[src/rtl/rs232out_fifo.sv]
// Byte FIFO feeding the rs232out serializer with one-cycle write strobes whenever it is idle.
// Optional LF-to-CRLF expansion is enabled by defining RS232OUT_FIFO_CRLF_EN.
module rs232out_fifo #(
  parameter int DEPTH_LOG2 = 4
) (
  input  logic                  clock,
  input  logic                  reset_n,
  input  logic [7:0]            wr_data,
  input  logic                  wr_en,
  output logic                  full,
  output logic                  empty,
  output logic [DEPTH_LOG2:0]   level,
  output logic                  overflow,
  input  logic                  overflow_clr,
  output logic [7:0]            tx_data,
  output logic                  tx_we,
  input  logic                  tx_busy,
  output logic                  dbg_crlf_state
);

  localparam int DEPTH = 1 << DEPTH_LOG2;
  localparam logic [DEPTH_LOG2:0] LVL_FULL = (DEPTH_LOG2 + 1)'(DEPTH);

  logic [7:0]            r_mem [DEPTH];
  logic [DEPTH_LOG2-1:0] r_wr_ptr;
  logic [DEPTH_LOG2-1:0] r_rd_ptr;
  logic [DEPTH_LOG2:0]   r_level;
  logic                  r_overflow;
  logic                  r_tx_we;
  logic [7:0]            r_tx_data;

  logic                  w_full;
  logic                  w_empty;
  logic                  w_push;
  logic                  w_issue;
  logic                  w_pop;
  logic [7:0]            w_head;
  logic [7:0]            w_issue_data;

  assign w_full  = (r_level == LVL_FULL);
  assign w_empty = (r_level == '0);
  assign w_push  = wr_en & ~w_full;
  assign w_head  = r_mem[r_rd_ptr];

  // Handshake: tx_we is a single-cycle strobe carrying tx_data; the serializer raises
  // tx_busy the cycle after it samples tx_we, so the ~r_tx_we term blocks a second
  // strobe before busy becomes visible. A byte is consumed only when strobed.
  assign w_issue = ~w_empty & ~tx_busy & ~r_tx_we;

`ifdef RS232OUT_FIFO_CRLF_EN
  typedef enum logic {ST_IDLE, ST_CR_SENT} crlf_state_t;
  crlf_state_t r_state;
  crlf_state_t w_state_next;

  always_ff @(posedge clock or negedge reset_n) begin
    if (!reset_n) r_state <= ST_IDLE;
    else          r_state <= w_state_next;
  end

  // An LF at the head is preceded by a CR that does not pop; the LF pops next time.
  always_comb begin
    w_state_next = r_state;
    w_pop        = w_issue;
    w_issue_data = w_head;
    if (w_issue) begin
      if (r_state == ST_IDLE) begin
        if (w_head == 8'h0A) begin
          w_pop        = 1'b0;
          w_issue_data = 8'h0D;
          w_state_next = ST_CR_SENT;
        end
      end else begin
        w_state_next = ST_IDLE;
      end
    end
  end

  assign dbg_crlf_state = (r_state == ST_CR_SENT);
`else
  assign w_pop          = w_issue;
  assign w_issue_data   = w_head;
  assign dbg_crlf_state = 1'b0;
`endif

  // Storage is not reset; only pointers and level define valid contents.
  always_ff @(posedge clock) begin
    if (w_push) r_mem[r_wr_ptr] <= wr_data;
  end

  always_ff @(posedge clock or negedge reset_n) begin
    if (!reset_n) begin
      r_wr_ptr <= '0;
      r_rd_ptr <= '0;
      r_level  <= '0;
    end else begin
      if (w_push) r_wr_ptr <= r_wr_ptr + 1'b1;
      if (w_pop)  r_rd_ptr <= r_rd_ptr + 1'b1;
      if (w_push && !w_pop)      r_level <= r_level + 1'b1;
      else if (!w_push && w_pop) r_level <= r_level - 1'b1;
    end
  end

  // A new overflow event wins over a simultaneous clear.
  always_ff @(posedge clock or negedge reset_n) begin
    if (!reset_n)              r_overflow <= 1'b0;
    else if (wr_en && w_full)  r_overflow <= 1'b1;
    else if (overflow_clr)     r_overflow <= 1'b0;
  end

  always_ff @(posedge clock or negedge reset_n) begin
    if (!reset_n) begin
      r_tx_we   <= 1'b0;
      r_tx_data <= 8'h00;
    end else begin
      r_tx_we <= w_issue;
      if (w_issue) r_tx_data <= w_issue_data;
    end
  end

  assign full     = w_full;
  assign empty    = w_empty;
  assign level    = r_level;
  assign overflow = r_overflow;
  assign tx_we    = r_tx_we;
  assign tx_data  = r_tx_data;

endmodule
[config.mk]
export PLATFORM = sky130hd
export DESIGN_NAME = rs232out_fifo
export DESIGN_NICKNAME = d
export VERILOG_FILES = /design/src/rtl/rs232out_fifo.sv
export SDC_FILE = /design/constraint.sdc
export NUM_CORES = 1
export LEC_CHECK = 0
export ABC_AREA = 1
export BUFFER_PORTS_ARGS = -buffer_cell sky130_fd_sc_hd__buf_2
export CAP_MARGIN = 10
export CORE_UTILIZATION = 62
export DETAILED_ROUTE_END_ITERATION = 7
export GPL_TIMING_DRIVEN = 0
export PLACE_DENSITY = 0.81
export SLEW_MARGIN = 20
export SYNTH_ARGS = -nofsm -noshare
export SYNTH_HDL_FRONTEND = slang
export SYNTH_SLANG_ARGS = --single-unit
[constraint.sdc]
create_clock -name clock -period 6.7 [get_ports clock]
set_input_delay 1.675 -clock clock [delete_from_list [all_inputs] [get_ports clock]]
set_output_delay 1.675 -clock clock [all_outputs]
set_load 0.1 [all_outputs]
# Word-level counts from Yosys, hierarchy flattened
# Memory sizes are Yosys's and may differ from the RTL's. A register that Yosys moved wholly into a read port is not among the register bits.
# Index checks and enable logic that the tools add are counted.
dict set report word_totals {
  word_cells 33
  mem_count 1
  mem_bits_rw 128
  output_inout_bits 18
  reg_bits 15
}
dict set report op_classes {
  n_reduce_logical 9
  bitwise_logic 7
  eq_ne 1
  mux 6
  addsub 4
}
# memory depth word_bits read_ports rd_ports_with_merged_regs write_ports line_no
set memory_table {}
lappend memory_table {r_mem 16 8 1 1 1 24} ;# logic [7:0] r_mem [DEPTH];
# operator n
set op_table {}
lappend op_table {{2-to-1 mux 5 bit} 2}
lappend op_table {{adder 4 x 1 -> 4 bit, second input constant} 2}
lappend op_table {{adder 5 x 1 -> 5 bit, second input constant} 1}
lappend op_table {{equality test 5 bit, second input constant} 1}
lappend op_table {{zero test 5 bit} 1}
lappend op_table {{subtractor 5 x 1 -> 5 bit, second input constant} 1}
lappend op_table {{2-to-1 mux 1 bit} 4}
lappend op_table {{NOT 1 bit} 4}
lappend op_table {{nonzero test 2 bit} 2}
lappend op_table {{AND 1 bit} 3}
lappend op_table {{logical AND 1 bit} 3}
lappend op_table {{zero test 1 bit} 3}

# Longest topological paths before layout
dict set report logic_depth {
  ltp_word 7
  depth_mapped 15
  mapped_depth_nobuf 15
}

# Worst setup path after synthesis
# OpenSTA, ideal clock, no wires.
dict set report synth_timing {
  kind {register to output}
  startpoint {register r_level[1] (netlist: level[1])}
  endpoint {output port empty}
  path_buffers 0
  slack_ns 3.142
  stages_incl_launch_ff 5
  arrival_time_ns 1.883
  path_cell_list {dfrtp_1 > nor2_1 > nand3_1 > or2_1 > inv_1}
}
dict set report synth_between {
  elab_chain_len 1
}
# item line_no
set synth_lines {}
lappend synth_lines {{start, declared} 27} ;# logic [DEPTH_LOG2:0] r_level;
lappend synth_lines {{start signal, assigned} 98} ;# if (w_push && !w_pop) r_level <= r_level + 1'b1;
lappend synth_lines {{start signal, assigned} 99} ;# else if (!w_push && w_pop) r_level <= r_level - 1'b1;
lappend synth_lines {{zero test 5 bit} 41} ;# assign w_empty = (r_level == '0);
lappend synth_lines {{end, declared} 11} ;# output logic empty,
# Every way passes these cells.

# Worst setup path in the final report
# Ends and elaborated chain as after synthesis.

==> results.toml <==
[final_layout]
fin_area_um2 = 7780
area_growth_pct = 15.23
drive_gt1_share_pct = 14.62
fillers = 705
antenna_cells = 0
regArea_um2 = 4419
final_nets = 742
multi_input_area_um2 = 1748

[critical_path]
crit_slowest_cell = "dfrtp_1"
end_kind = "output port"
cp_max_fo = 5
arrival_ns = 1.96
startpoint_type = "flop"
reg2reg_slack_ns = 3.99
path_cells = "nor2_1 -> nand3_1 -> or2_1 -> inv_1 -> buf_2"
critical_path_required_ns = 5.03
critPathMaxStageDelay_ns = 0.46
path_class = "reg -> out"

[die]
ios = 31
start_util_pct = 64.53
die_h_um = 106.4
die_w_um = 106.4
fp.dieArea_um2 = 11310
rows = 37
core-area_um2 = 10460

[routing]
drt_iter0_markers = 478
route.vias.total = 4805
first_pass_iters = 6
drt-wirelength-per-cell_um = 18.34
remaining_drc_errors = 0
vias_per_cell = 5.536
final_antenna_net_count = 0
wirelength_um = 15920

[timing]
rsz0062_at_grt = "false"
tightestPinTransition_ns = 0.7889
skew_ns = 0.007253
hold_ws_ns = 0.4765
relSlewSlack_pct = 47.21
setup_viol = 0
post-route-period-util_pct = 54.25
hold_violations = 0
fin_tns_setup_ns = 0
slew_viol_final = 0
layout_min_cycle_time_ns = 3.635
max_freq_mhz = 275.1
timing.final.ws_setup_ns = 3.065

[yosys]
synth_cells = 669
synth.distinct_cells = 24
synth_commonest_cells = "215 x nand2_1, 128 x edfxtp_1, 113 x inv_1"
ys_top_cells_by_area = "edfxtp_1 57%, nand2_1 12%, dfrtp_1 8.5%"
synth_top_area_share_pct = 56.93
synth-main-ff-cell = "edfxtp_1"
postSynth.asyncResetShare_pct = 15.23
avgSynthCellArea_um2 = 10.09
synth-seq-area-share_pct = 65.46
synth_edf_count = 128
ys_seq_elements = 151
netlist_area_um2 = 6751
synth_top_area_cell = "edfxtp_1"
mappedNetlistNets = 692
yosysMostFrequentCell = "nand2_1"
ys_warn_count = 0

[grt]
grt_overflow = 0
grt.total_usage_pct = 30.97
grt_pass1_wl_um = 24870
grt_max_degree = 24
grt_pass1_vias = 4804
antenna_found_initial = 0

[clock_tree]
worstSkewPairLatency_ns = 0.54
cts_buffers = 17
post-cts-setup-buffer-count = 0
cts_buffer_depth = 2
h-tree-depth = 4
hold_buffers = 0
cts_resized = 0
clkTransAtPathRegs_ns = 0.07
root_buffer = "clkbuf_8"
cts_tree = "yes"
cts_sinks = 151

[place]
place_hpwl_um = 10470
place_ws_ns = 3.205
io_buffers = 29
place_area_um2 = 7107
place_congestion = 1.019

[pwr]
peakVddDrop_v = 0.0003030
powerDensity_nw_per_um2 = 485.3
p_leak_uw = 0.003515

[job]
drv_cap = 0

[hold_path]
min-delay-path-class = "reg -> reg"

[status]
run_status = "finished clean"
[final timing paths]
| check | from | endpoint | cells after the start |
|---|---|---|---|
| setup / recovery | level[1] | empty | 5 |
| hold / removal | tx_data[0] | tx_data[0] | 2 |
| setup reg to reg | level[1] | level[4] | 14 |
| hold reg to reg | tx_data[0] | tx_data[0] | 2 |
| max in group asynchronous | reset_n | overflow | 1 |
| min in group asynchronous | reset_n | level[1] | 1 |
[logic make-up (layout without fill, tap and decap cells)]
logic type,count (synthesis),after routing,synth area share (%)
xor+xnor,8,8,1.038
simple gates,339,339,21.00
fa+ha+maj,10,10,1.964
flops,151,151,65.46
buf+inv,148,211,9.544
compound gates,12,12,0.9453
other cells,1,1,0.05554
[critical path: cells and delay by family, from the launching register on]
kind,cells,cell delay [ns]
flip-flops,1,0.46
AND/OR/NAND/NOR,3,0.50
buffers and inverters,2,0.47
[report_power, final]
| part | internal, uW | switching (uW) |
|---|---|---|
| registers | 1160 | 71.6 |
| logic | 389 | 1130 |
| clock network | 645 | 382 |
| total | 2200 | 1580 |
[sequential cells by signal (all words and copies together), names as in the netlist]
| name | cells |
|---|---|
| r_wr_ptr | 4 |
| overflow | 1 |
| r_mem | 128 |
| level | 5 |
| r_rd_ptr | 4 |
| tx_data | 8 |
| tx_we | 1 |
[cell type report]
class,instances,area share (%)
Multi-Input combinational cell,370,22.47
Inverter,119,5.741
Timing Repair Buffer,31,2.059
Clock inverter,15,2.879
Sequential cell,151,56.80
Tap cell,136,2.187
Clock buffer,17,5.323
Buffer,29,2.541
[layer usage]
layer / global-route usage (%) / up-vias / wire length, um
li1: - / 2245 / -
met2: 51.58 / 217 / 8036
met1: 39.88 / 2306 / 6359
met5: 0 / - / 0
met3: 4.537 / 37 / 1091
met4: 15.38 / 0 / 430
[through the flow]
step | cells | utilization (%) | total power (uW)
finish | 868 | 74.36 | 3775
global route | 868 | 74.36 | 3944
CTS | 868 | 74.03 | 3745
detailed placement | 836 | 67.93 | 2708
global placement | 834 | 67.54 | 2648
floorplan | 669 | - | 2316
[cells in the final DEF (no fill, tap or decap), drive strengths merged]
cell,count
clkbuf,17
ha,9
edfxtp,128
bufinv,5
or2,1
xnor2,1
conb,1
xor2,7
buf,60
inv,121
fa,1
clkinvlp,3
clkinv,5
nor2,10
o21ai,8
nand3,100
a21oi,2
dfrtp,23
nand2,216
nor3,12
a31oi,1
a21boi,1
Power figures use the tool's default switching activity.
